### src/rtl/tlul_host_arb_pkg.sv
// ---------------------------------------------------------------------------
// tlul_host_arb_pkg: TL-UL channel structs, arbiter state codes, host index.
// Rev 1.0
// ---------------------------------------------------------------------------
`default_nettype none

package tlul_host_arb_pkg;

  typedef struct packed {
    logic        a_valid;
    logic [2:0]  a_opcode;
    logic [2:0]  a_param;
    logic [1:0]  a_size;
    logic [7:0]  a_source;
    logic [31:0] a_address;
    logic [3:0]  a_mask;
    logic [31:0] a_data;
    logic        d_ready;
  } tl_h2d_t;

  typedef struct packed {
    logic        d_valid;
    logic [2:0]  d_opcode;
    logic [2:0]  d_param;
    logic [1:0]  d_size;
    logic [7:0]  d_source;
    logic        d_sink;
    logic [31:0] d_data;
    logic        d_error;
    logic        a_ready;
  } tl_d2h_t;

  typedef logic [1:0] arb_state_t;

  localparam arb_state_t StIdle  = 2'd0;
  localparam arb_state_t StOwn0  = 2'd1;
  localparam arb_state_t StOwn1  = 2'd2;
  localparam arb_state_t StDrain = 2'd3;

  typedef logic host_idx_t;

endpackage

`default_nettype wire

### src/rtl/tlul_host_arb_cnt.sv
// ---------------------------------------------------------------------------
// tlul_host_arb_cnt: saturating up/down counter; simultaneous inc/dec holds.
// Rev 1.0
// ---------------------------------------------------------------------------
`default_nettype none

module tlul_host_arb_cnt #(
  parameter int Max = 4,
  parameter int W   = $clog2(Max + 1)
) (
  input  logic         clk_i,
  input  logic         rst_i,
  input  logic         inc_i,
  input  logic         dec_i,
  output logic [W-1:0] cnt_o,
  output logic [W-1:0] cnt_d_o
);

  logic [W-1:0] cnt_q, cnt_d;

  always_comb begin
    cnt_d = cnt_q;
    if (inc_i && !dec_i && (cnt_q != W'(Max))) begin
      cnt_d = cnt_q + W'(1);
    end else if (dec_i && !inc_i && (cnt_q != '0)) begin
      cnt_d = cnt_q - W'(1);
    end
  end

  always_ff @(posedge clk_i) begin
    if (rst_i) begin
      cnt_q <= '0;
    end else begin
      cnt_q <= cnt_d;
    end
  end

  assign cnt_o   = cnt_q;
  assign cnt_d_o = cnt_d;

endmodule

`default_nettype wire

### src/rtl/tlul_host_arb.sv
// ---------------------------------------------------------------------------
// tlul_host_arb: two-host TL-UL arbiter, hand-off only after responses drain.
// Optional macro TLUL_HOST_ARB_PERF_EN adds grant/stall counters. Rev 1.0
// ---------------------------------------------------------------------------
`default_nettype none

module tlul_host_arb
  import tlul_host_arb_pkg::*;
#(
  parameter int MaxOutstanding = 4,
  parameter int MaxBurst       = 8
) (
  input  logic        clk_i,
  input  logic        rst_i,
  input  tl_h2d_t     tl_h0_i,
  output tl_d2h_t     tl_h0_o,
  input  tl_h2d_t     tl_h1_i,
  output tl_d2h_t     tl_h1_o,
  output tl_h2d_t     tl_dev_o,
  input  tl_d2h_t     tl_dev_i,
  output logic        spurious_rsp_o
`ifdef TLUL_HOST_ARB_PERF_EN
  ,
  output logic [31:0] perf_grant0_o,
  output logic [31:0] perf_grant1_o,
  output logic [31:0] perf_stall_o
`endif
);

  localparam int OutW   = $clog2(MaxOutstanding + 1);
  localparam int BurstW = $clog2(MaxBurst + 1);

  arb_state_t        state_q, state_d;
  host_idx_t         owner_q, owner_d;
  host_idx_t         prio_q, prio_d;
  logic [BurstW-1:0] burst_cnt_q, burst_cnt_d;
  logic [OutW-1:0]   out_cnt_q, out_cnt_d;

  tl_h2d_t own_req;
  tl_d2h_t rsp;
  logic    granted, routed, cap, a_open, spurious, a_hs, d_hs;

  always_comb begin
    own_req  = owner_q ? tl_h1_i : tl_h0_i;
    granted  = (state_q == StOwn0) || (state_q == StOwn1);
    routed   = granted || (state_q == StDrain);
    // Caps come from registered counts so a_ready never collapses mid-cycle.
    cap      = (out_cnt_q == OutW'(MaxOutstanding)) || (burst_cnt_q == BurstW'(MaxBurst));
    a_open   = granted && !cap;
    spurious = tl_dev_i.d_valid && (out_cnt_q == '0);

    tl_dev_o         = own_req;
    tl_dev_o.a_valid = own_req.a_valid && a_open;
    tl_dev_o.d_ready = (routed && !spurious) ? own_req.d_ready : 1'b1;

    rsp         = tl_dev_i;
    rsp.d_valid = tl_dev_i.d_valid && !spurious;
    rsp.a_ready = tl_dev_i.a_ready && a_open;

    tl_h0_o = (routed && !owner_q) ? rsp : '0;
    tl_h1_o = (routed &&  owner_q) ? rsp : '0;

    a_hs = tl_dev_o.a_valid && tl_dev_i.a_ready;
    d_hs = tl_dev_i.d_valid && tl_dev_o.d_ready && !spurious;
  end

  assign spurious_rsp_o = spurious;

  tlul_host_arb_cnt #(
    .Max (MaxOutstanding),
    .W   (OutW)
  ) u_out_cnt (
    .clk_i   (clk_i),
    .rst_i   (rst_i),
    .inc_i   (a_hs),
    .dec_i   (d_hs),
    .cnt_o   (out_cnt_q),
    .cnt_d_o (out_cnt_d)
  );

  always_comb begin
    state_d     = state_q;
    owner_d     = owner_q;
    prio_d      = prio_q;
    burst_cnt_d = a_hs ? burst_cnt_q + BurstW'(1) : burst_cnt_q;
    case (state_q)
      StIdle: begin
        if (tl_h0_i.a_valid || tl_h1_i.a_valid) begin
          owner_d     = (tl_h0_i.a_valid && tl_h1_i.a_valid) ? prio_q : tl_h1_i.a_valid;
          state_d     = owner_d ? StOwn1 : StOwn0;
          burst_cnt_d = '0;
        end
      end
      StOwn0, StOwn1: begin
        if (burst_cnt_d == BurstW'(MaxBurst)) begin
          state_d = StDrain;
        end else if (!own_req.a_valid && (out_cnt_d == '0)) begin
          state_d = StIdle;
          prio_d  = ~owner_q;
        end
      end
      StDrain: begin
        if (out_cnt_d == '0) begin
          state_d = StIdle;
          prio_d  = ~owner_q;
        end
      end
      default: state_d = StIdle;
    endcase
  end

  always_ff @(posedge clk_i) begin
    if (rst_i) begin
      state_q     <= StIdle;
      owner_q     <= 1'b0;
      prio_q      <= 1'b0;
      burst_cnt_q <= '0;
    end else begin
      state_q     <= state_d;
      owner_q     <= owner_d;
      prio_q      <= prio_d;
      burst_cnt_q <= burst_cnt_d;
    end
  end

`ifdef TLUL_HOST_ARB_PERF_EN
  logic [31:0] perf_grant0_q, perf_grant1_q, perf_stall_q;

  always_ff @(posedge clk_i) begin
    if (rst_i) begin
      perf_grant0_q <= '0;
      perf_grant1_q <= '0;
      perf_stall_q  <= '0;
    end else begin
      if (a_hs && !owner_q) perf_grant0_q <= perf_grant0_q + 32'd1;
      if (a_hs &&  owner_q) perf_grant1_q <= perf_grant1_q + 32'd1;
      if (routed && (owner_q ? tl_h0_i.a_valid : tl_h1_i.a_valid)) begin
        perf_stall_q <= perf_stall_q + 32'd1;
      end
    end
  end

  assign perf_grant0_o = perf_grant0_q;
  assign perf_grant1_o = perf_grant1_q;
  assign perf_stall_o  = perf_stall_q;
`endif

endmodule

`default_nettype wire

### config.mk
export PLATFORM = sky130hd
export DESIGN_NAME = tlul_host_arb
export DESIGN_NICKNAME = d
export VERILOG_FILES = /design/src/rtl/tlul_host_arb_pkg.sv /design/src/rtl/tlul_host_arb_cnt.sv /design/src/rtl/tlul_host_arb.sv
export SDC_FILE = /design/constraint.sdc
export NUM_CORES = 1
export LEC_CHECK = 0
export CAP_MARGIN = 15
export CORE_AREA = 3 3 160 162
export CTS_CLUSTER_SIZE = 8
export DETAILED_ROUTE_END_ITERATION = 7
export DIE_AREA = 0 0 163 165
export GPL_TIMING_DRIVEN = 0
export PLACE_DENSITY = 0.58
export RECOVER_POWER = 50
export SYNTH_ARGS = -nofsm -noshare
export SYNTH_HDL_FRONTEND = slang
export SYNTH_HIERARCHICAL = 1
export SYNTH_SLANG_ARGS = --single-unit
### constraint.sdc
create_clock -name clk_i -period 3.3 [get_ports clk_i]
set_input_delay 0.495 -clock clk_i [delete_from_list [all_inputs] [get_ports clk_i]]
set_output_delay 0.495 -clock clk_i [all_outputs]
set_load 0.01 [all_outputs]
## Word level (Yosys, flattened, before mapping)

Index checks and enable logic that the tools add are counted.

| word-level totals | value |
|---|---|
| input bits | 226 |
| bits in registers | 11 |
| bits in latches | 0 |
| memories | 0 |
| logic and storage cells | 77 |
| output and inout port bits | 191 |
| RAM bits | 0 |
| memory bits (read-only) | 0 |

| cells by class | value |
|---|---|
| add/sub/neg operators | 3 |
| multiplexer cells | 20 |
| bitwise operators | 1 |
| $mul | 0 |
| div/mod/pow operators | 0 |
| order comparisons | 0 |
| shift-type cells | 0 |
| eq/ne operators | 12 |
| reductions and logical operators | 36 |

Operator list:

| cell | number |
|---|---|
| $mux W52 | 2 |
| $mux W86 | 1 |
| $logic_and A1 B1 Y1 | 17 |
| $mux W4 | 3 |
| $mux W2 | 5 |
| $eq A4 B4 Y1 const B | 2 |
| $logic_not A1 Y1 | 6 |
| $logic_not A3 Y1 | 2 |
| $mux W3 | 2 |
| $ne A2 B2 Y1 const B | 3 |
| $ne A3 B3 Y1 const B | 2 |
| $pmux W2 S3 | 1 |
| $mux W1 | 5 |
| $add A4 B1 Y4 const B | 1 |
| $eq A2 B2 Y1 const B | 2 |
| $logic_or A1 B1 Y1 | 4 |
| $reduce_and A4 Y1 | 1 |
| $add A3 B1 Y3 const B | 1 |
| $eq A3 B3 Y1 const B | 1 |
| $reduce_and A3 Y1 | 1 |
| $reduce_bool A3 Y1 | 1 |
| $sub A3 B1 Y3 const B | 1 |
| $eq A2 B1 Y1 const B | 1 |
| $logic_not A2 Y1 | 1 |
| other kinds (6) | 6 |

## Longest topological paths before layout

| depth | value |
|---|---|
| depth after elaboration | 16 |
| mapped depth | 14 |

## Hierarchy

Netlist, hierarchy kept.

By module, submodules not included:

| module | instances | area each (um2) | seq. area each (um2) | cells an instance |
|---|---|---|---|---|
| tlul_host_arb | 1 | 2336.0 | 160.2 | 293 |
| tlul_host_arb_cnt | 1 | 330.3 | 60.1 | 39 |

## Worst setup path after synthesis

Ideal clock, no wire load.

| timing path | value |
|---|---|
| path kind | register to register |
| from | register burst_cnt_q[0] |
| to | register state_q[1] |
| data arrival time | 3.260 ns |
| setup time | 0.095 ns |
| data required time | 3.205 ns |
| setup slack | -0.056 ns |
| stages on the path, launching flop included | 14 |
| path through | dfxtp_1 -> inv_1 -> ha_1 -> and3b_1 -> or3_1 -> nor2_1 -> buf_4 -> nand2_1 -> a211oi_1 -> a211oi_1 -> or3_1 -> a22o_1 -> o21bai_1 -> a221oi_1 |

| on the way | value |
|---|---|
| longest elaborated chain between the ends | 15 |
| elaborated cells between the ends (all ways) | 23 |
| those cells by class | add/sub (1); eq/ne (4); mux (5); reduce/logical (13) |

RTL lines:

| what | RTL line | text |
|---|---|---|
| from (decl) | tlul_host_arb.sv:36 | `logic [BurstW-1:0] burst_cnt_q, burst_cnt_d;` |
| from (signal assigned) | tlul_host_arb.sv:122 | `burst_cnt_q <= burst_cnt_d;` |
| $eq A4 B4 Y1 (*) | tlul_host_arb.sv:48 | `cap = (out_cnt_q == OutW'(MaxOutstanding)) \|\| (burst_cnt_q == BurstW'(MaxBurst));` |
| $logic_or A1 B1 Y1 (*) | tlul_host_arb.sv:48 |  |
| $logic_not A1 Y1 (*) | tlul_host_arb.sv:49 | `a_open = granted && !cap;` |
| $logic_and A1 B1 Y1 (*) | tlul_host_arb.sv:49 |  |
| $logic_and A1 B1 Y1 (*) | tlul_host_arb.sv:53 | `tl_dev_o.a_valid = own_req.a_valid && a_open;` |
| $logic_and A1 B1 Y1 (*) | tlul_host_arb.sv:63 | `a_hs = tl_dev_o.a_valid && tl_dev_i.a_ready;` |
| named net a_hs | tlul_host_arb.sv:41 | `logic granted, routed, cap, a_open, spurious, a_hs, d_hs;` |
| $logic_not A1 Y1 | tlul_host_arb_cnt.sv:25 | `end else if (dec_i && !inc_i && (cnt_q != '0)) begin` |
| $logic_and A1 B1 Y1 (2 in a row) | tlul_host_arb_cnt.sv:25 |  |
| $mux W3 | tlul_host_arb_cnt.sv:25 |  |
| $mux W3 (*) | tlul_host_arb_cnt.sv:23 | `if (inc_i && !dec_i && (cnt_q != W'(Max))) begin` |
| named net out_cnt_d[1] | tlul_host_arb.sv:37 | `logic [OutW-1:0] out_cnt_q, out_cnt_d;` |
| $logic_not A3 Y1 (*) | tlul_host_arb.sv:97, tlul_host_arb.sv:103 |  |
| $logic_and A1 B1 Y1 | tlul_host_arb.sv:97 | `end else if (!own_req.a_valid && (out_cnt_d == '0)) begin` |
| $ne A3 B3 Y1 (no line) | -- |  |
| $reduce_and A3 Y1 (no line) (*) | -- |  |
| to (signal assigned) | tlul_host_arb.sv:114 | `state_q <= StIdle;` |
| to (signal assigned) | tlul_host_arb.sv:119 | `state_q <= state_d;` |
| to (decl) | tlul_host_arb.sv:33 | `arb_state_t state_q, state_d;` |

The timed path passes the listed nets; every way through them passes the cells marked *.
A chain may end at the register's enable or synchronous reset.

## Worst setup path after layout

| timing path | value |
|---|---|
| from | register burst_cnt_q[1] |
| to | register state_q[1] |

The elaborated chain is that of the path after synthesis.

==> out/results.ini <==
[detailed_routing]
wl_per_cell_um=18.5
routed_wl_um=20000
drtPass1Iterations=4
vias=4047
drtAntennaViolNets=0
viasPerCell=3.75
drt_iter0_markers=139
drc=0

[timing]
hold_violations=0
slew_headroom=0.581
finClkSkew_ns=0.00131
timing.final.ws_setup_ns=0.162
period_needed_ns=3.14
fin_crit_sh=0.951
grt_setup_unrepaired=true
worst_pin_slew_ns=0.628
slew_viol_final=0
setup_viol=0
fmax_mhz=319

[run_status]
status=complete, no violations

[finish]
drive_above_1_share=0.157
layout_common_cells=416 x clkdlybuf4s50_1, 100 x and2_1, 84 x mux2_2
fin_cells=1079
final_nets=987
final_area_mm2=0.00742
syn_to_final_growth_pct=178
final_common_cell=clkdlybuf4s50_1

[logic_synthesis]
synth_fp_nets=566
ys_types=51
synth-seq-cells=11
netlist.top_cell.by_area=mux2_2
synth-async-reset-ratio=0
ys_warn_count=6
avgSynthCellArea_um2=8.03
synth_edf_count=0
yosysSeqAreaShare=0.0826
synth-main-ff-cell=dfxtp_1
synth_top_area_frac=0.355
synthTopCellsByArea=mux2_2 35%, and2_1 23%, dfxtp_1 8.3%
syn-cell-area_mm2=0.00267
synthCells=332

[placement]
place.gp.congestion=0.741
hpwl_um=17800
io_buffers=416
pre_cts_ws_ns=-0.557
placedCellCount=1072
place_area_mm2=0.00724

[floorplan]
core_area_mm2=0.0242
die_y_um=165
dieArea_mm2=0.0269
num_rows=57
start_util=0.110
die_w_um=163
io_pins=417

[clock_tree]
cts_root_buffer=clkbuf_16
cts_sinks=11
cts_buffer_depth=2
postCtsHoldBufs=0
cts_max_level=1
cts_inserted_buffers=3
clk_pin_slew_ns=0.04
clkLatencyLatePin_ns=0.24
cts_tree=done

[global_routing]
grt_max_degree=11
grt_use_total=0.131
grt_pass1_wl_um=26300
antenna_found_initial=4
grt_overflow=0
grt_pass1_vias=4090

[critical_path]
required_ns=3.44
critical_path_class=register to register
crit_fanout=5
end_kind=register
arrival_ns=3.28
cp-start-kind=register

[job]
timing.max_cap.violations=0

[pwr]
power_density_mw_per_mm2=406
vdd_drop_max_mv=0.194
p_leak_uw=0.00264

[hold_path]
min_path_type=register to register

sequential cells by signal, summed over array words and instances (netlist names):
name,flops
burst_cnt_q,4
owner_q,1
prio_q,1
state_q,2
u_out_cnt/cnt_o,3
synthesized netlist by cell type (2+ instances only):
cell	instances
a221oi_1	2
nor2_1	15
mux2_2	84
mux2i_1	3
nand2_1	11
o21ai_0	3
clkbuf_1	20
mux2_1	2
or3_1	2
a21oi_1	5
ha_1	8
nand4_1	2
nand2b_1	7
nor2b_1	2
inv_1	8
xnor2_1	4
nor3_1	5
xor2_1	3
a211oi_1	5
and2_1	100
dfxtp_1	11
worst max-delay path: stages (launching register included):
cell	delay, ns
dfxtp_4	0.36
inv_1	0.07
ha_2	0.20
and3b_2	0.24
or3_4	0.37
nor2_4	0.16
or4b_4	0.48
nand2_2	0.09
a211oi_1	0.06
or3_1	0.35
a22o_1	0.22
o21bai_1	0.19
a221oi_1	0.26
per-layer routing:
layer	share of wire	global-route usage	vias to the layer above
li1	-	-	1992
met1	0.40	0.157	1809
met2	0.51	0.238	240
met3	0.089	0.0401	6
met4	0.0063	0.0150	0
met5	0	0	-
path summary, 6_finish.rpt:
kind,to,start,depth (start not counted),slack (ns)
min,prio_q$_SDFFE_PP0P_,prio_q$_SDFFE_PP0P_,2,0.51
max,state_q[1]$_SDFFE_PP0P_,burst_cnt_q[1]$_SDFF_PP0_,12,0.16
min reg2reg,prio_q$_SDFFE_PP0P_,prio_q$_SDFFE_PP0P_,2,0.51
max reg2reg,state_q[1]$_SDFFE_PP0P_,burst_cnt_q[1]$_SDFF_PP0_,12,0.16
cell type report:
type                    count  area, um^2
fillers                  2601       16800
repair buffers            417        4170
multi-input cells         288        2380
well taps                 324         405
flip-flops and latches     11         229
plain buffers              23         108
clock buffers               4        78.8
inverters                   9        33.8
diodes                      3        7.51
power breakdown:
| part | switching, uW | leakage, uW | internal [uW] |
|---|---|---|---|
| Sequential | 23.8 | 0.0000913 | 157 |
| Clock | 59.4 | 0.0000382 | 162 |
| Combinational | 1090 | 0.00251 | 1510 |
| Total | 1180 | 0.00264 | 1830 |
per-stage QoR:
step / hold slack [ns] / util / power, uW / TNS (ns)
finish: 0.515 / 0.306 / 3010 / 0
global route: 0.537 / 0.306 / 3220 / -0.00291
detailed placement: 0.508 / 0.299 / 2740 / -1.40
global placement: 0.509 / 0.299 / 2750 / -1.41
floorplan: 0.483 / - / 1280 / 0
CTS: 0.513 / 0.303 / 3010 / -0.00767
cell families (layout without fill, tap and decap cells):
logic type               count (synthesis)  in the layout  share of synthesized area
other                                    0              3                          0
AO/OA/AOI/OAI                           26             26                     0.0737
buffers and inverters                   33            453                     0.0511
flip-flops                              11             11                     0.0826
multiplexers                            89             89                      0.374
XOR/XNOR                                 7              7                     0.0230
AND/OR/NAND/NOR                        158            158                      0.358
adder cells (fa/ha/maj)                  8              8                     0.0375
what timing repair did:
action | in CTS | in global routing
resized for setup | 12 | 17
pin swaps | 1 | 4
hold endpoints to repair | 0 | 0
setup endpoints to repair | 70 | 41
buffers inserted | 1 | 0
No activity file was read; power rests on OpenSTA's default activity.
